**src/rtl/bitwise_pipe_pkg.sv**
```systemverilog
// Op codes and op field width shared by the bitwise pipeline and its
// combinational op unit.
package bitwise_pipe_pkg;

  localparam int OP_W = 3;

  typedef enum logic [OP_W-1:0] {
    OP_NAND = 3'd0,
    OP_AND  = 3'd1,
    OP_OR   = 3'd2,
    OP_NOR  = 3'd3,
    OP_XOR  = 3'd4,
    OP_XNOR = 3'd5,
    OP_NOT  = 3'd6,
    OP_PASS = 3'd7
  } op_e;

endpackage

```
**src/rtl/bitwise_pipe_op.sv**
```systemverilog
// bitwise_op: purely combinational WIDTH-bit logic function of (a, b, op).
// NOT and PASS act on operand a only; b is ignored for those codes.
module bitwise_op
  import bitwise_pipe_pkg::*;
#(
  parameter int WIDTH = 16
) (
  input  logic [WIDTH-1:0] a_i,
  input  logic [WIDTH-1:0] b_i,
  input  op_e              op_i,
  output logic [WIDTH-1:0] result_o
);

  always_comb begin
    result_o = '0;
    case (op_i)
      OP_NAND: result_o = ~(a_i & b_i);
      OP_AND:  result_o = a_i & b_i;
      OP_OR:   result_o = a_i | b_i;
      OP_NOR:  result_o = ~(a_i | b_i);
      OP_XOR:  result_o = a_i ^ b_i;
      OP_XNOR: result_o = ~(a_i ^ b_i);
      OP_NOT:  result_o = ~a_i;
      OP_PASS: result_o = a_i;
      default: result_o = '0;
    endcase
  end

endmodule

```
**src/rtl/bitwise_pipe.sv**
```systemverilog
// Two-stage valid/ready bitwise logic unit with a wrapping result counter.
// Optional zero/negative flags on the result when BITWISE_PIPE_FLAGS_EN is defined.
module bitwise_pipe
  import bitwise_pipe_pkg::*;
#(
  parameter int WIDTH = 16,
  parameter int CNT_W = 16
) (
  input  logic             clk,
  input  logic             reset,
  input  logic             in_valid,
  output logic             in_ready,
  input  logic [WIDTH-1:0] in_a,
  input  logic [WIDTH-1:0] in_b,
  input  logic [OP_W-1:0]  in_op,
  output logic             out_valid,
  input  logic             out_ready,
  output logic [WIDTH-1:0] out_data,
`ifdef BITWISE_PIPE_FLAGS_EN
  output logic             out_zr,
  output logic             out_ng,
`endif
  output logic [CNT_W-1:0] done_count
);

  // Handshake: a transfer happens on a rising edge where valid && ready.
  // in_ready depends combinationally on out_ready only (S1 may advance into
  // an S2 slot that is emptying this cycle); nothing else is combinational.

  logic             s1_valid_q, s1_valid_d;
  logic [WIDTH-1:0] s1_a_q, s1_a_d;
  logic [WIDTH-1:0] s1_b_q, s1_b_d;
  op_e              s1_op_q, s1_op_d;

  logic             s2_valid_q, s2_valid_d;
  logic [WIDTH-1:0] s2_data_q, s2_data_d;
  logic [CNT_W-1:0] cnt_q, cnt_d;

  logic             out_xfer;
  logic             s2_free;
  logic             s1_adv;
  logic             in_xfer;
  logic [WIDTH-1:0] op_result;

  bitwise_op #(
    .WIDTH(WIDTH)
  ) u_op (
    .a_i      (s1_a_q),
    .b_i      (s1_b_q),
    .op_i     (s1_op_q),
    .result_o (op_result)
  );

  always_comb begin
    out_xfer = s2_valid_q && out_ready;
    s2_free  = !s2_valid_q || out_ready;
    s1_adv   = s1_valid_q && s2_free;
    in_ready = !s1_valid_q || s1_adv;
    in_xfer  = in_valid && in_ready;
  end

  always_comb begin
    s1_valid_d = s1_valid_q;
    s1_a_d     = s1_a_q;
    s1_b_d     = s1_b_q;
    s1_op_d    = s1_op_q;
    if (in_ready) begin
      s1_valid_d = in_valid;
    end
    if (in_xfer) begin
      s1_a_d  = in_a;
      s1_b_d  = in_b;
      s1_op_d = op_e'(in_op);
    end
  end

  // S2 data only changes on a load, so it holds while the consumer stalls.
  always_comb begin
    s2_valid_d = s2_valid_q;
    s2_data_d  = s2_data_q;
    if (s1_adv) begin
      s2_valid_d = 1'b1;
      s2_data_d  = op_result;
    end else if (out_xfer) begin
      s2_valid_d = 1'b0;
    end
  end

  always_comb begin
    cnt_d = cnt_q;
    if (out_xfer) begin
      cnt_d = cnt_q + CNT_W'(1);
    end
  end

  always_ff @(posedge clk) begin
    if (reset) begin
      s1_valid_q <= 1'b0;
      s1_a_q     <= '0;
      s1_b_q     <= '0;
      s1_op_q    <= OP_NAND;
      s2_valid_q <= 1'b0;
      s2_data_q  <= '0;
      cnt_q      <= '0;
    end else begin
      s1_valid_q <= s1_valid_d;
      s1_a_q     <= s1_a_d;
      s1_b_q     <= s1_b_d;
      s1_op_q    <= s1_op_d;
      s2_valid_q <= s2_valid_d;
      s2_data_q  <= s2_data_d;
      cnt_q      <= cnt_d;
    end
  end

`ifdef BITWISE_PIPE_FLAGS_EN
  logic zr_q, zr_d;
  logic ng_q, ng_d;

  always_comb begin
    zr_d = zr_q;
    ng_d = ng_q;
    if (s1_adv) begin
      zr_d = (op_result == '0);
      ng_d = op_result[WIDTH-1];
    end
  end

  always_ff @(posedge clk) begin
    if (reset) begin
      zr_q <= 1'b0;
      ng_q <= 1'b0;
    end else begin
      zr_q <= zr_d;
      ng_q <= ng_d;
    end
  end

  assign out_zr = zr_q;
  assign out_ng = ng_q;
`endif

  assign out_valid  = s2_valid_q;
  assign out_data   = s2_data_q;
  assign done_count = cnt_q;

endmodule

```
**config.mk**
```make
export PLATFORM = sky130hd
export DESIGN_NAME = bitwise_pipe
export DESIGN_NICKNAME = d
export VERILOG_FILES = /design/src/rtl/bitwise_pipe_pkg.sv /design/src/rtl/bitwise_pipe_op.sv /design/src/rtl/bitwise_pipe.sv
export SDC_FILE = /design/constraint.sdc
export NUM_CORES = 1
export LEC_CHECK = 0
export BUFFER_PORTS_ARGS = -buffer_cell sky130_fd_sc_hd__clkbuf_2
export CORE_MARGIN = 1.5
export CORE_UTILIZATION = 55
export DETAILED_ROUTE_END_ITERATION = 10
export HOLD_SLACK_MARGIN = 0.12
export PLACE_DENSITY = 0.85
export SLEW_MARGIN = 20
export SYNTH_ARGS = -nofsm -noshare
export SYNTH_HDL_FRONTEND = slang
export SYNTH_HIERARCHICAL = 1
export SYNTH_SLANG_ARGS = --single-unit
```
**constraint.sdc**
```tcl
create_clock -name clk -period 2 [get_ports clk]
set_input_delay 0.2 -clock clk [delete_from_list [all_inputs] [get_ports clk]]
set_output_delay 0.2 -clock clk [all_outputs]
set_load 0.05 [all_outputs]
```
# --- Yosys cells after proc, flatten, opt, wreduce, memory -nomap -nowiden ---
# Index checks and enable logic that the tools add are counted.
totals:
  wordCells: 34
  out_inout_bits: 34
  regBits: 69
  in_bits: 39
classes:
  reduce_logical: 9
  eq_ne: 7
  n_mux: 3
  n_bitwise: 7
  n_addsub: 1
ops:
  columns: ["cell", "n"]
  rows:
  - ["case mux 16 bit (8 select lines)", 1]
  - ["inverter 16 bit", 4]
  - ["adder 16 x 1 -> 16 bit, second input constant", 1]
  - ["bitwise AND 16 bit", 1]
  - ["OR 16 bit", 1]
  - ["XOR 16 bit", 1]
  - ["== test 3 bit, second input constant", 4]
  - ["== test 3 x 2 -> 1 bit, second input constant", 2]
  - ["== test 3 x 1 -> 1 bit, second input constant", 1]
  - ["logical AND 1 bit", 3]
  - ["logical NOT 3 bit", 1]
  - ["logical NOT 1 bit", 2]
  - ["logical OR 1 bit", 2]
  - ["two-way mux 1 bit", 2]
  - ["nonzero test 2 bit", 1]

# --- Longest topological paths before layout ---
logic_depth:
  depth_word: 5
  mapped_depth: 7
  depth_no_buf: 7

# --- Modules after synthesis ---
# The synthesis kept the hierarchy.
by_module_without_submodules:
  columns: ["mod", "instances", "area_each_um2", "seq_area_each_um2", "cells_each"]
  rows:
  - ["bitwise_pipe", 1, 2524.9, 1381.3, 315]
  - ["bitwise_op", 1, 1173.6, 0.0, 118]

# --- Worst setup path after synthesis ---
# OpenSTA, ideal clock, no wires.
synth_path:
  path_type: "register -> register"
  start: "reg s2_valid_q (netlist: out_valid)"
  end: "reg s1_b_q[10]"
  synth_period_minus_slack_ps: 2181
  n_path_buf: 1
  setup_slack_ps: -181
  stages_incl_launch_ff: 6
  required_time_ps: 1930
  setup_time_ps: 70
  arrival_ps: 2111
  cell_sequence: "dfxtp_1 nand3b_1 nand2_1 clkbuf_1 nand2_1 a21oi_1"
synth_via:
  elab_chain_cells: 5
synth_lines:
  columns: ["item", "line", "text"]
  rows:
  - ["start: declaration", "bitwise_pipe.sv:35", "logic s2_valid_q, s2_valid_d;"]
  - ["start signal: assignment", "bitwise_pipe.sv:110", "s2_valid_q <= s2_valid_d;"]
  - ["logical NOT 1 bit", "bitwise_pipe.sv:56", "s2_free = !s2_valid_q || out_ready;"]
  - ["logical OR 1 bit", "bitwise_pipe.sv:56", null]
  - ["logical AND 1 bit", "bitwise_pipe.sv:57", "s1_adv = s1_valid_q && s2_free;"]
  - ["logical OR 1 bit", "bitwise_pipe.sv:58", "in_ready = !s1_valid_q || s1_adv;"]
  - ["net in_ready", "bitwise_pipe.sv:12", "output logic in_ready,"]
  - ["logical AND 1 bit", "bitwise_pipe.sv:59", "in_xfer = in_valid && in_ready;"]
  - ["end signal: assignment", "bitwise_pipe.sv:100", "s1_b_q <= '0;"]
  - ["end signal: assignment", "bitwise_pipe.sv:108", "s1_b_q <= s1_b_d;"]
  - ["end: declaration", "bitwise_pipe.sv:32", "logic [WIDTH-1:0] s1_b_q, s1_b_d;"]
# The timed path passes the listed nets, and every way through them passes these cells.
# A chain may end at the register's enable or synchronous reset.

# --- Final worst setup path ---
layout_path:
  start: "reg s1_a_q[6]"
  end: "reg s2_data_q[6] (netlist: out_data[6])"
layout_via:
  elab_chain_cells: 3
  word_cells_on_any_way: 8
  classes_between: "mux: 1; bitwise: 7"
layout_lines:
  columns: ["item", "line", "text"]
  rows:
  - ["start: declaration", "bitwise_pipe.sv:31", "logic [WIDTH-1:0] s1_a_q, s1_a_d;"]
  - ["start signal: assignment", "bitwise_pipe.sv:99", "s1_a_q <= '0;"]
  - ["start signal: assignment", "bitwise_pipe.sv:107", "s1_a_q <= s1_a_d;"]
  - ["XOR 16 bit, or another cell as far along", "bitwise_pipe_op.sv:21, bitwise_pipe_op.sv:22", null]
  - ["inverter 16 bit, on equally long branches", "bitwise_pipe_op.sv:22, bitwise_pipe_op.sv:17, bitwise_pipe_op.sv:20", null]
  - ["case mux 16 bit (8 select lines) (*)", "bitwise_pipe_op.sv:16", "case (op_i)"]
  - ["net op_result[6]", "bitwise_pipe.sv:43", "logic [WIDTH-1:0] op_result;"]
  - ["end signal: assignment", "bitwise_pipe.sv:111", "s2_data_q <= s2_data_d;"]
  - ["end: declaration", "bitwise_pipe.sv:36", "logic [WIDTH-1:0] s2_data_q, s2_data_d;"]
# Mark *: on every way through the listed nets, which the timed path passes. The rest lies on a longest branch.

==> run summary <==
Hold Crit Class - in -> reg
worst path bufs/invs - 2
power density over cell area - 691 nW/µm²
Slew @ Worst Pin - 0.961 ns
crit path kind - reg -> reg
worst-skew pair later-pin latency - 0.36 ns
maximum fanout along the worst path - 4
worst setup margin - 0.209 ns
share of cells above drive strength 1 - 19.1%
Setup TNS - 0 ns
Leak - 2.07 nW
DRT Pass-1 Iters - 7
CTS buffer count - 9
vias in the first global route - 2990
Antenna Cells - 0
max incr delay on CP - 0.57 ns
uppermost layer routed - met4
CP max stage cell - mux4_1
Peak VDD IR - 447 µV
H-tree levels - 3
DRC - 6
FMAX - 558 MHz
Syn Std Cell Area - 3700 µm²
Critical Path Source Type - flop
Seq cells post-synth - 69
final worst-path cycle share - 89.6%
crit end category - flop
HPWL after DPL - 5170 µm
NumNets Final - 605
largest net degree at the start of global routing - 43
Synth Instances - 433
die area - 7230 µm²
met3 WL - 427 µm
# clock sinks - 69
Slew Limit Headroom - 35.8%
CORE AREA - 6420 µm²
Detailed Route WL - 8390 µm
number of setup violations in the final report - 0
Starting Density - 57.6%
Period minus WS final - 1.79 ns
Slew Limit Fails - 0
status - complete, but fails checks
CTS clk-pin slew, worst paths - 0.08 ns
CP Cell Sequence - inv_1 -> ha_1 -> inv_1 -> mux4_1 -> xnor2_1 -> nand2_1 -> a21oi_1
RSZ-0062 raised after global routing - no
DR WL/cell - 13.6 µm
P&R area growth vs syn - 25.7%
layout filler cell count - 459
Place WS - 0.186 ns
WP data arrival - 2.08 ns
# rows - 29
Max-Cap Viols - 0
CTS Buffer Depth - 2
clock skew - 0.0112 ns
GR Util All Layers - 24.3%
critical path data required time - 2.29 ns
Clk Tree Root Cell - clkbuf_8
IO Pins - 73
Setup Fix Bufs, Post-CTS - 0
Syn Nets - 505
number of DRC markers in iteration 0 - 161
Inst Count DP - 564
port bufs - 72
violated checks - design-rule violations
CTS tree - yes
Die Height - 85.0 µm
Most Frequent Cell on Critical Path - inv_1
GP Congestion - 0.803
Mean Syn Cell Area - 8.54 µm²
fin cells - 615
Vias - 3202
final hold vios - 0
GRT overflow - 0
Seq/Total Area, Yosys - 37.3%
antenna violations before repair - 0
Metal-1 WL - 3620 µm
Largest delay share family, worst path - multiplexers
met2 routed WL - 4120 µm
Die W - 85.0 µm
Yosys cell types - 30
first-pass GRT wire length - 13700 µm
Post-DRT Antenna Nets - 0
Via density - 5.21
Yosys warnings - 6
[tightest hold or removal path: cells and delay by family]
kind	cells	cell delay [ns]
buf+inv	1	0.10
simple gates	1	0.07
compound gates	1	0.07
[cells by family (layout without fill, tap and decap cells)]
family                   after synthesis  count (layout)  share of synthesized area [%]
multiplexers                          17              17                           11.2
XOR/XNOR                              26              26                           6.16
buffers and inverters                 75             180                           8.56
adder cells (fa/ha/maj)               33              33                           11.2
flip-flops                            69              69                           37.3
AO/OA/AOI/OAI                         62              62                           8.52
AND/OR/NAND/NOR                      151             151                           17.1
[where the power goes]
group / switching [mW] / internal, mW
Combinational: 0.330 / 0.261
Sequential: 0.0599 / 1.44
Clock: 0.552 / 0.568
Total: 0.942 / 2.27
[per-stage QoR]
| stage | instance area [µm²] | power, mW | hold slack (ns) | utilization (%) |
|---|---|---|---|---|
| 2_1_floorplan | 3700 | 1.92 | 0.336 | - |
| 3_3_place_gp | 4100 | 2.03 | 0.425 | 63.8 |
| 3_5_place_dp | 4100 | 2.05 | 0.429 | 63.8 |
| 4_1_cts | 4640 | 3.20 | 0.144 | 72.3 |
| 5_1_grt | 4650 | 3.37 | 0.148 | 72.4 |
| 6_report | 4650 | 3.21 | 0.141 | 72.4 |
[cell type report]
class	count	area, µm²	share of cell area, %
Timing Repair Buffer	115	783	16.9
Multi-Input combinational cell	289	2010	43.3
Clock buffer	9	124	2.66
Inverter	49	184	3.96
Sequential cell	69	1380	29.7
Tap cell	77	96.3	2.07
Clock inverter	7	66.3	1.43
[sequential cells by signal (all words and copies together) (netlist names)]
register and count:
done_count 16, out_data 16, out_valid 1, s1_a_q 16, s1_b_q 16, s1_op_q 3
s1_valid_q 1
[path summary, 6_finish.rpt]
kind | start | to | slack, ns | cells past startpoint
max | s1_a_q[6] | out_data[6] | 0.21 | 7
min reg2reg | out_data[10] | out_data[10] | 0.46 | 2
max reg2reg | s1_a_q[6] | out_data[6] | 0.21 | 7
min | in_a[13] | s1_a_q[13] | 0.14 | 3
[cell usage in the layout (no fill, tap or decap), drive strengths merged, types with 3 or more instances in the layout]
| cell | instances |
|---|---|
| dlygate4sd3 | 35 |
| inv | 49 |
| ha | 33 |
| nor2b | 3 |
| xor2 | 8 |
| nand2 | 113 |
| mux4 | 16 |
| a21oi | 58 |
| nand3 | 6 |
| nor2 | 13 |
| buf | 8 |
| clkbuf | 81 |
| clkinv | 5 |
| xnor2 | 18 |
| and4 | 3 |
| dfxtp | 69 |
[synthesized netlist by cell type]
cell,n,area [µm²]
xnor2_1,18,158
mux4_2,5,113
buf_6,1,11.3
nor2_1,13,48.8
buf_2,9,45.0
clkbuf_1,14,52.6
or3_1,2,12.5
nand3_1,6,30.0
inv_1,49,184
a21oi_1,58,290
o31ai_1,2,15.0
buf_12,1,20.0
nor2b_1,3,18.8
and4_1,3,26.3
dfxtp_1,69,1380
ha_1,33,413
nor4_1,2,12.5
nand3b_1,1,7.51
or4_1,2,15.0
o21ai_1,2,10.0
xor2_1,8,70.1
buf_1,1,3.75
nor3_1,1,5.00
nand2b_1,1,6.26
or2_1,1,6.26
and3_1,1,6.26
mux2_1,1,11.3
nand4_1,2,12.5
mux4_1,11,289
nand2_1,113,424
[per-layer routing]
metal | track usage [%] | vias to the layer above
met2 | 39.1 | 87
li1 | - | 1608
met5 | 0 | -
met3 | 5.54 | 18
met1 | 30.6 | 1489
met4 | 12.4 | 0
[what timing repair did]
item / in CTS / in global routing
resized for setup: 0 / 1
hold buffers: 35 / 0
endpoints found under the hold margin: 35 / 0
setup endpoints to repair: 0 / 3
No activity file was read; power rests on OpenSTA's default activity.
